--- src/rtl/spike_event_queue_pkg.sv ---
// Shared types for the spike event queue: event word layout and drop saturation limit.
package spike_pkg;

  localparam int unsigned STATE_W  = 8;
  localparam int unsigned TS_W_MAX = 32;
  localparam logic [7:0]  DROP_MAX = 8'hFF;

  // ts is sized for the widest supported counter; narrower builds zero-extend.
  typedef struct packed {
    logic [TS_W_MAX-1:0] ts;
    logic [STATE_W-1:0]  state;
  } spike_evt_t;

endpackage

--- src/rtl/spike_evt_fifo.sv ---
// Synchronous event FIFO; a push into a full queue is accepted only alongside a pop.
module spike_evt_fifo
  import spike_pkg::*;
#(
  parameter int unsigned DEPTH = 8
) (
  input  logic                     clk,
  input  logic                     rst_n,
  input  logic                     push,
  input  spike_evt_t               din,
  input  logic                     pop,
  output spike_evt_t               dout,
  output logic                     full,
  output logic                     empty,
  output logic [$clog2(DEPTH):0]   level
);

  localparam int unsigned AW = $clog2(DEPTH);
  localparam int unsigned LW = AW + 1;

  spike_evt_t      mem [DEPTH];
  logic [AW-1:0]   wr_ptr;
  logic [AW-1:0]   rd_ptr;
  logic            push_ok;
  logic            pop_ok;

  always_comb begin
    full    = (level == LW'(DEPTH));
    empty   = (level == '0);
    pop_ok  = pop && !empty;
    push_ok = push && (!full || pop_ok);
    // Head reads as zero while empty so the outputs match their reset values.
    dout    = empty ? '0 : mem[rd_ptr];
  end

  always_ff @(posedge clk) begin
    if (push_ok) mem[wr_ptr] <= din;
  end

  always_ff @(posedge clk) begin
    if (!rst_n) begin
      wr_ptr <= '0;
      rd_ptr <= '0;
      level  <= '0;
    end else begin
      if (push_ok) wr_ptr <= wr_ptr + AW'(1);
      if (pop_ok)  rd_ptr <= rd_ptr + AW'(1);
      case ({push_ok, pop_ok})
        2'b10:   level <= level + LW'(1);
        2'b01:   level <= level - LW'(1);
        default: level <= level;
      endcase
    end
  end

endmodule

--- src/rtl/spike_event_queue.sv ---
// Spike edge detector, timestamping and event queue with drop accounting.
// Optional refractory gating is enabled by defining SPIKE_REFRACTORY_EN.
module spike_event_queue
  import spike_pkg::*;
#(
  parameter int unsigned TS_W   = 16,
  parameter int unsigned DEPTH  = 8,
  parameter int unsigned REFRAC = 4
) (
  input  logic                       clk,
  input  logic                       rst_n,
  input  logic                       spike_in,
  input  logic [7:0]                 state_in,
  output logic                       evt_valid,
  input  logic                       evt_ready,
  output logic [TS_W-1:0]            evt_timestamp,
  output logic [7:0]                 evt_state,
  output logic [$clog2(DEPTH):0]     fifo_level,
  output logic                       overflow,
  output logic [7:0]                 drop_count
);

  logic [TS_W-1:0] ts_cnt;
  logic            spike_prev;
  logic            detect;
  logic            cand;
  logic            pop;
  logic            full;
  logic            empty;
  logic            drop;
  spike_evt_t      push_word;
  spike_evt_t      head;
  logic            unused_head_hi;

  assign detect = spike_in & ~spike_prev;

`ifdef SPIKE_REFRACTORY_EN
  localparam int unsigned RW = (REFRAC < 1) ? 1 : $clog2(REFRAC + 1);
  logic [RW-1:0] refrac_cnt;

  assign cand = detect && (refrac_cnt == '0);

  // Reloaded on any candidate, whether it ends up queued or dropped.
  always_ff @(posedge clk) begin
    if (!rst_n)                  refrac_cnt <= '0;
    else if (cand)               refrac_cnt <= RW'(REFRAC);
    else if (refrac_cnt != '0)   refrac_cnt <= refrac_cnt - RW'(1);
  end
`else
  localparam int unsigned unused_refrac = REFRAC;
  assign cand = detect;
`endif

  always_comb begin
    push_word       = '0;
    push_word.ts    = TS_W_MAX'(ts_cnt);
    push_word.state = state_in;
    evt_valid       = !empty;
    pop             = evt_valid && evt_ready;
    drop            = cand && full && !pop;
    evt_timestamp   = head.ts[TS_W-1:0];
    evt_state       = head.state;
    unused_head_hi  = ^head.ts;
  end

  spike_evt_fifo #(
    .DEPTH (DEPTH)
  ) u_fifo (
    .clk   (clk),
    .rst_n (rst_n),
    .push  (cand),
    .din   (push_word),
    .pop   (pop),
    .dout  (head),
    .full  (full),
    .empty (empty),
    .level (fifo_level)
  );

  always_ff @(posedge clk) begin
    if (!rst_n) begin
      ts_cnt     <= '0;
      spike_prev <= 1'b0;
      overflow   <= 1'b0;
      drop_count <= '0;
    end else begin
      ts_cnt     <= ts_cnt + TS_W'(1);
      spike_prev <= spike_in;
      if (drop) begin
        overflow <= 1'b1;
        if (drop_count != DROP_MAX) drop_count <= drop_count + 8'd1;
      end
    end
  end

endmodule

--- config.mk ---
export PLATFORM = sky130hd
export DESIGN_NAME = spike_event_queue
export DESIGN_NICKNAME = d
export VERILOG_FILES = /design/src/rtl/spike_event_queue_pkg.sv /design/src/rtl/spike_evt_fifo.sv /design/src/rtl/spike_event_queue.sv
export SDC_FILE = /design/constraint.sdc
export NUM_CORES = 1
export LEC_CHECK = 0
export BUFFER_PORTS_ARGS = -buffer_cell sky130_fd_sc_hd__clkbuf_2
export CAP_MARGIN = 20
export CELL_PAD_IN_SITES_DETAIL_PLACEMENT = 0
export CELL_PAD_IN_SITES_GLOBAL_PLACEMENT = 1
export CORE_MARGIN = 10
export CORE_UTILIZATION = 40
export DETAILED_ROUTE_END_ITERATION = 8
export PLACE_DENSITY = 0.69
export SKIP_LAST_GASP = 1
export SLEW_MARGIN = 20
export SYNTH_ARGS = -nofsm -noshare
export SYNTH_HDL_FRONTEND = slang
export SYNTH_SLANG_ARGS = --single-unit
--- constraint.sdc ---
create_clock -name clk -period 4.5 [get_ports clk]
set_input_delay 0.675 -clock clk [delete_from_list [all_inputs] [get_ports clk]]
set_output_delay 0.675 -clock clk [all_outputs]
set_load 0.005 [all_outputs]
# Word level (Yosys, flattened, before mapping)
# Memory sizes are Yosys's and may differ from the RTL's. A register that Yosys moved wholly into a read port is not among the register bits.
# Cells that the tools add are included.
# word_totals
ff_bits	36
latchBits	0
ramBits	192
rom_bits	0
input_bits	12
output_inout_bits	38
wordCells	38
mem_count	1
# mem_list
memory	words	width	read_ports	rd_clocked_by_memory_dff	wr	line_no	source
u_fifo.mem	8	24	1	1	1	spike_evt_fifo.sv:21	spike_evt_t mem [DEPTH];
# op_classes
addsub	6
n_mul	0
div_mod_pow	0
n_lt_le_gt_ge	0
n_eq_ne	4
n_shift	0
n_mux	6
n_bitwise	2
n_reduce_logical	12
# ops
cell	n
24-bit two-way mux	1
16-bit by 1-bit adder with 16-bit output (second input constant)	1
8-bit by 1-bit adder with 8-bit output (second input constant)	1
8-bit inequality test (second input constant)	1
4-bit case mux with 2 select lines	1
3-bit by 1-bit adder with 3-bit output (second input constant)	2
3-bit two-way mux	2
1-bit logical AND	5
4-bit by 1-bit adder with 4-bit output (second input constant)	1
4-bit == test (second input constant)	1
4-bit zero test	1
4-bit by 1-bit subtractor with 4-bit output (second input constant)	1
1-bit zero test	3
2-bit by 1-bit == test with 1-bit output (second input constant)	1
2-bit == test (second input constant)	1
1-bit two-way mux	2
2-bit AND reduction	1
2-bit nonzero test	1
1-bit bitwise AND	1
1-bit logical OR	1
1-bit NOT	1

# Depth between registers and ports, before layout
# logic_depth
word_depth	8
mapped_depth	9
depth_no_buf	8

# Cells and area by module
# From an unflattened synthesis, not the netlist that was laid out.
# hier_totals
cells_unflattened	719
hier_area_um2	14033.5
# by_module_without_submodules
mod	n_inst	cells_each	area_per_inst_um2	seq_area_each_um2
spike_evt_fifo	1	590	12827.3	9869.5
spike_event_queue	1	129	1206.2	520.5

# Worst setup path after synthesis
# Ideal clock, no wire load.
# synth_path
path_kind	input to register
start	in spike_in
end	mem u_fifo.mem[0][0] (netlist name) (enable)
setup_time_ns	0.466
arrival_time_ns	3.635
slack_ns	0.399
path_stages	4
n_path_buf	1
path_cell_list	nor2b_1 clkbuf_1 o21ai_1 nor4_1
# synth_between
elab_chain_cells	4
# synth_rtl
element	line_no	source
from (decl)	spike_event_queue.sv:12	input logic spike_in,
1-bit bitwise AND	spike_event_queue.sv:35	assign detect = spike_in & ~spike_prev;
1-bit logical AND	spike_evt_fifo.sv:31	push_ok = push && (!full || pop_ok);
1-bit two-way mux	spike_evt_fifo.sv:37	if (push_ok) mem[wr_ptr] <= din;
1-bit two-way mux (not written as such)	spike_evt_fifo.sv:37	
to (decl)	spike_evt_fifo.sv:21	
# Every way passes these cells.

==> impl_metrics.yaml <==
floorplanning:
  die_x_um: 170
  dieHeight_um: 170
  start_util_pct: 41.1
  std_cell_rows: 54
  io_pins: 50
  core-area_um2: 22000
  design.die.area_um2: 29000
clocking:
  clock-sinks: 231
  cts_hold_buffers: 0
  cts_buffers: 25
  cts_tree: "done"
  cts.repair.resized: 0
  htreeDepth: 1
  insertion_delay_ns: 0.54
  cts_root_buf: "clkbuf_16"
  cts.reportedPaths.clkPinSlew_ns: 0.06
  cts_setup_buffers: 0
  clockBufferDepth: 3
timing:
  hold_slack_ns: 0.401
  fin_crit_sh_pct: 73.7
  tns_ns: 0
  worstMarginPinSlew_ns: 0.932
  fmax_mhz: 302
  hold_viol: 0
  finalSetupViolations: 0
  clock_skew_ns: 0.0296
  relSlewSlack_pct: 37.9
  period_needed_ns: 3.32
  drv_slew: 0
  rsz0062_at_grt: "false"
critical_path:
  critPathLaunchType: "register"
  ff2ff_path_depth: 4
  critical_path_buf_inv_count: 2
  crit_fanout: 31
  required_ns: 3.83
  cp-end-kind: "output pin"
  crit_type: "reg -> out"
  crit_cells: 5
  max_stage_delay_ns: 0.94
  path_cells: "buf_4 -> mux4_2 -> mux2i_1 -> nor2_1 -> clkbuf_2"
  arrival_ns: 2.64
  worst_path_max_delay_cell: "dfxtp_2"
  cpLargestDelayFamily: "flip-flops"
power_and_ir_drop:
  clockPowerShare_pct: 41.8
  pwr_density_cell_nw_per_um2: 464
  p_comb_share_pct: 9.1
  p_leak_nw: 3.48
  internal_power_mw: 3.82
  power.total_mw: 4.91
  irDropWorstVdd_v: 0.000265
  swShare_pct: 22.2
  switchingPower_mw: 1.09
  seqPwrFrac_pct: 49.1
placement:
  dpl_cell_area_um2: 9680
  dp_hpwl_mm: 10.2
  portBuffers: 49
  gp_congestion: 0.731
final_layout:
  area_growth_pct: 16.9
  drive_above_1_share_pct: 26.9
  design_area_um2: 10600
  n_fill_cell: 1879
  final_cell_mix: "edfxtp_1 (192), clkbuf_2 (49), mux4_2 (48), nor2_1 (47), dfxtp_1 (37)"
  n_antenna_cell: 0
  nets: 597
  utilization_pct: 48.0
  final_common_cell: "edfxtp_1"
yosys:
  synthMuxAreaShare_pct: 15.0
  synth_cell_types: 42
  synth_fp_nets: 531
  avgSynthCellArea_um2: 17.6
  synth_top_family_by_area: "multiplexers"
  synth_largest_area_cell: "edfxtp_1"
  syn_inst: 514
  synth.area.top_cells: "edfxtp_1 (64%), mux4_2 (12%), dfxtp_1 (8.6%)"
  ys_ff_latch: 231
  synthSimpleGateAreaFrac_pct: 6.94
  synth_compound_area_share_pct: 2.38
  synth_top_area_share_pct: 63.7
  synthAdderAreaFrac_pct: 0.691
  yosysSeqAreaShare_pct: 72.3
  syn_area_um2: 9050
  synth_warnings: 0
  yosys.area_share.xor_xnor_pct: 1.55
detailed_routing:
  routedWlPerCell_um: 20.8
  dr_total_vias: 4777
  via_per_inst: 5.43
  drt_iter0_drc: 289
  ant_nets: 0
  wl_mm: 18.3
  drc: 0
  first_pass_iters: 4
worst_hold_path:
  min_path_cells: 2
  min-delay-path-class: "in -> reg"
outcome:
  outcome: "complete, no violations"
grt:
  grt_max_degree: 49
  groute.usage.overall_pct: 12.7
  grt_pass1_wl_mm: 29.0
  overflow: 0
  antenna_found_initial: 0
  grt_pass1_vias: 5078
run:
  maxCapViolCount: 0
==> synth_stat cells, drive strengths merged <==
master and n:
edfxtp 192, a221oi 1, buf 10, nor4b 2, o31ai 1, xnor2 5, nor2b 1, clkinv 1
xor2 11, o2111ai 1, ha 5, nor3b 1, inv 1, nand4 4, a31oi 1, clkbuf 13
nor2 51, and2 4, nor4 4, o221ai 1, a2111o 1, a21o 1, or3b 1, nand2b 5
nor3 9, nand3 11, nand4b 1, or4b 3, dfxtp 39, or3 9, a21oi 15, o21ai 10
and3 4, mux4 48, o211ai 3, mux2i 28, o41ai 1, and4 2, nand2 13
==> power by group through the flow <==
stage               combinational [mW]  sequential (mW)  clock (mW)
floorplan                        0.324             2.42           0
global placement                 0.408             2.49           0
detailed placement               0.418             2.49           0
CTS                              0.417             2.45        2.10
global route                     0.495             2.42        2.18
finish                           0.447             2.41        2.05
==> layout make-up <==
type	count	area (um2)	share of cell area (%)
Timing Repair Buffer	62	383	3.62
Inverter	2	7.51	0.0710
Clock buffer	36	727	6.87
Clock inverter	10	116	1.10
Sequential cell	231	6550	61.9
Multi-Input combinational cell	258	2440	23.1
Tap cell	280	350	3.31
==> logic make-up (layout without fill, tap and decap cells) <==
family	Yosys count	count (layout)
DFF	231	231
muxes	76	76
adders and majority gates	5	5
and+or+nand+nor	125	125
buffers and inverters	25	110
AOI/OAI and AO/OA	36	36
xor gates and xnor gates	16	16
==> metrics by stage <==
stage	instances	setup WS (ns)
6_report	879	1.18
5_1_grt	879	0.998
4_1_cts	877	1.10
3_5_place_dp	831	1.66
3_3_place_gp	831	1.68
2_1_floorplan	514	0.399
==> sequential cells by signal (all words and copies together) (netlist names), named ones only <==
register / cells
u_fifo.level: 4
u_fifo.wr_ptr: 3
drop_count: 8
u_fifo.rd_ptr: 3
u_fifo.mem: 192
spike_prev: 1
ts_cnt: 16
overflow: 1
==> metal layers <==
| layer | up-vias | routed length [um] | track usage [%] | part of all wire, % |
|---|---|---|---|---|
| met5 | - | 0 | 0 | 0 |
| met4 | 0 | 265 | 2.75 | 1.4 |
| met3 | 24 | 849 | 2.64 | 4.6 |
| met2 | 98 | 9220 | 21.7 | 50 |
| met1 | 2479 | 7960 | 16.4 | 44 |
| li1 | 2176 | - | - | - |
==> worst paths after layout <==
path | startpoint | end | slack [ns]
setup / recovery | register | evt_timestamp[4] | 1.18
hold / removal | spike_in | spike_prev$_SDFF_PN0_ | 0.40
setup reg to reg | u_fifo.level[1]$_SDFFE_PN0P_ | u_fifo.mem[3][11]$_DFFE_PP_ | 2.12
hold reg to reg | overflow$_SDFFE_PN0P_ | overflow$_SDFFE_PN0P_ | 0.48
No activity file was read; power rests on OpenSTA's default activity.
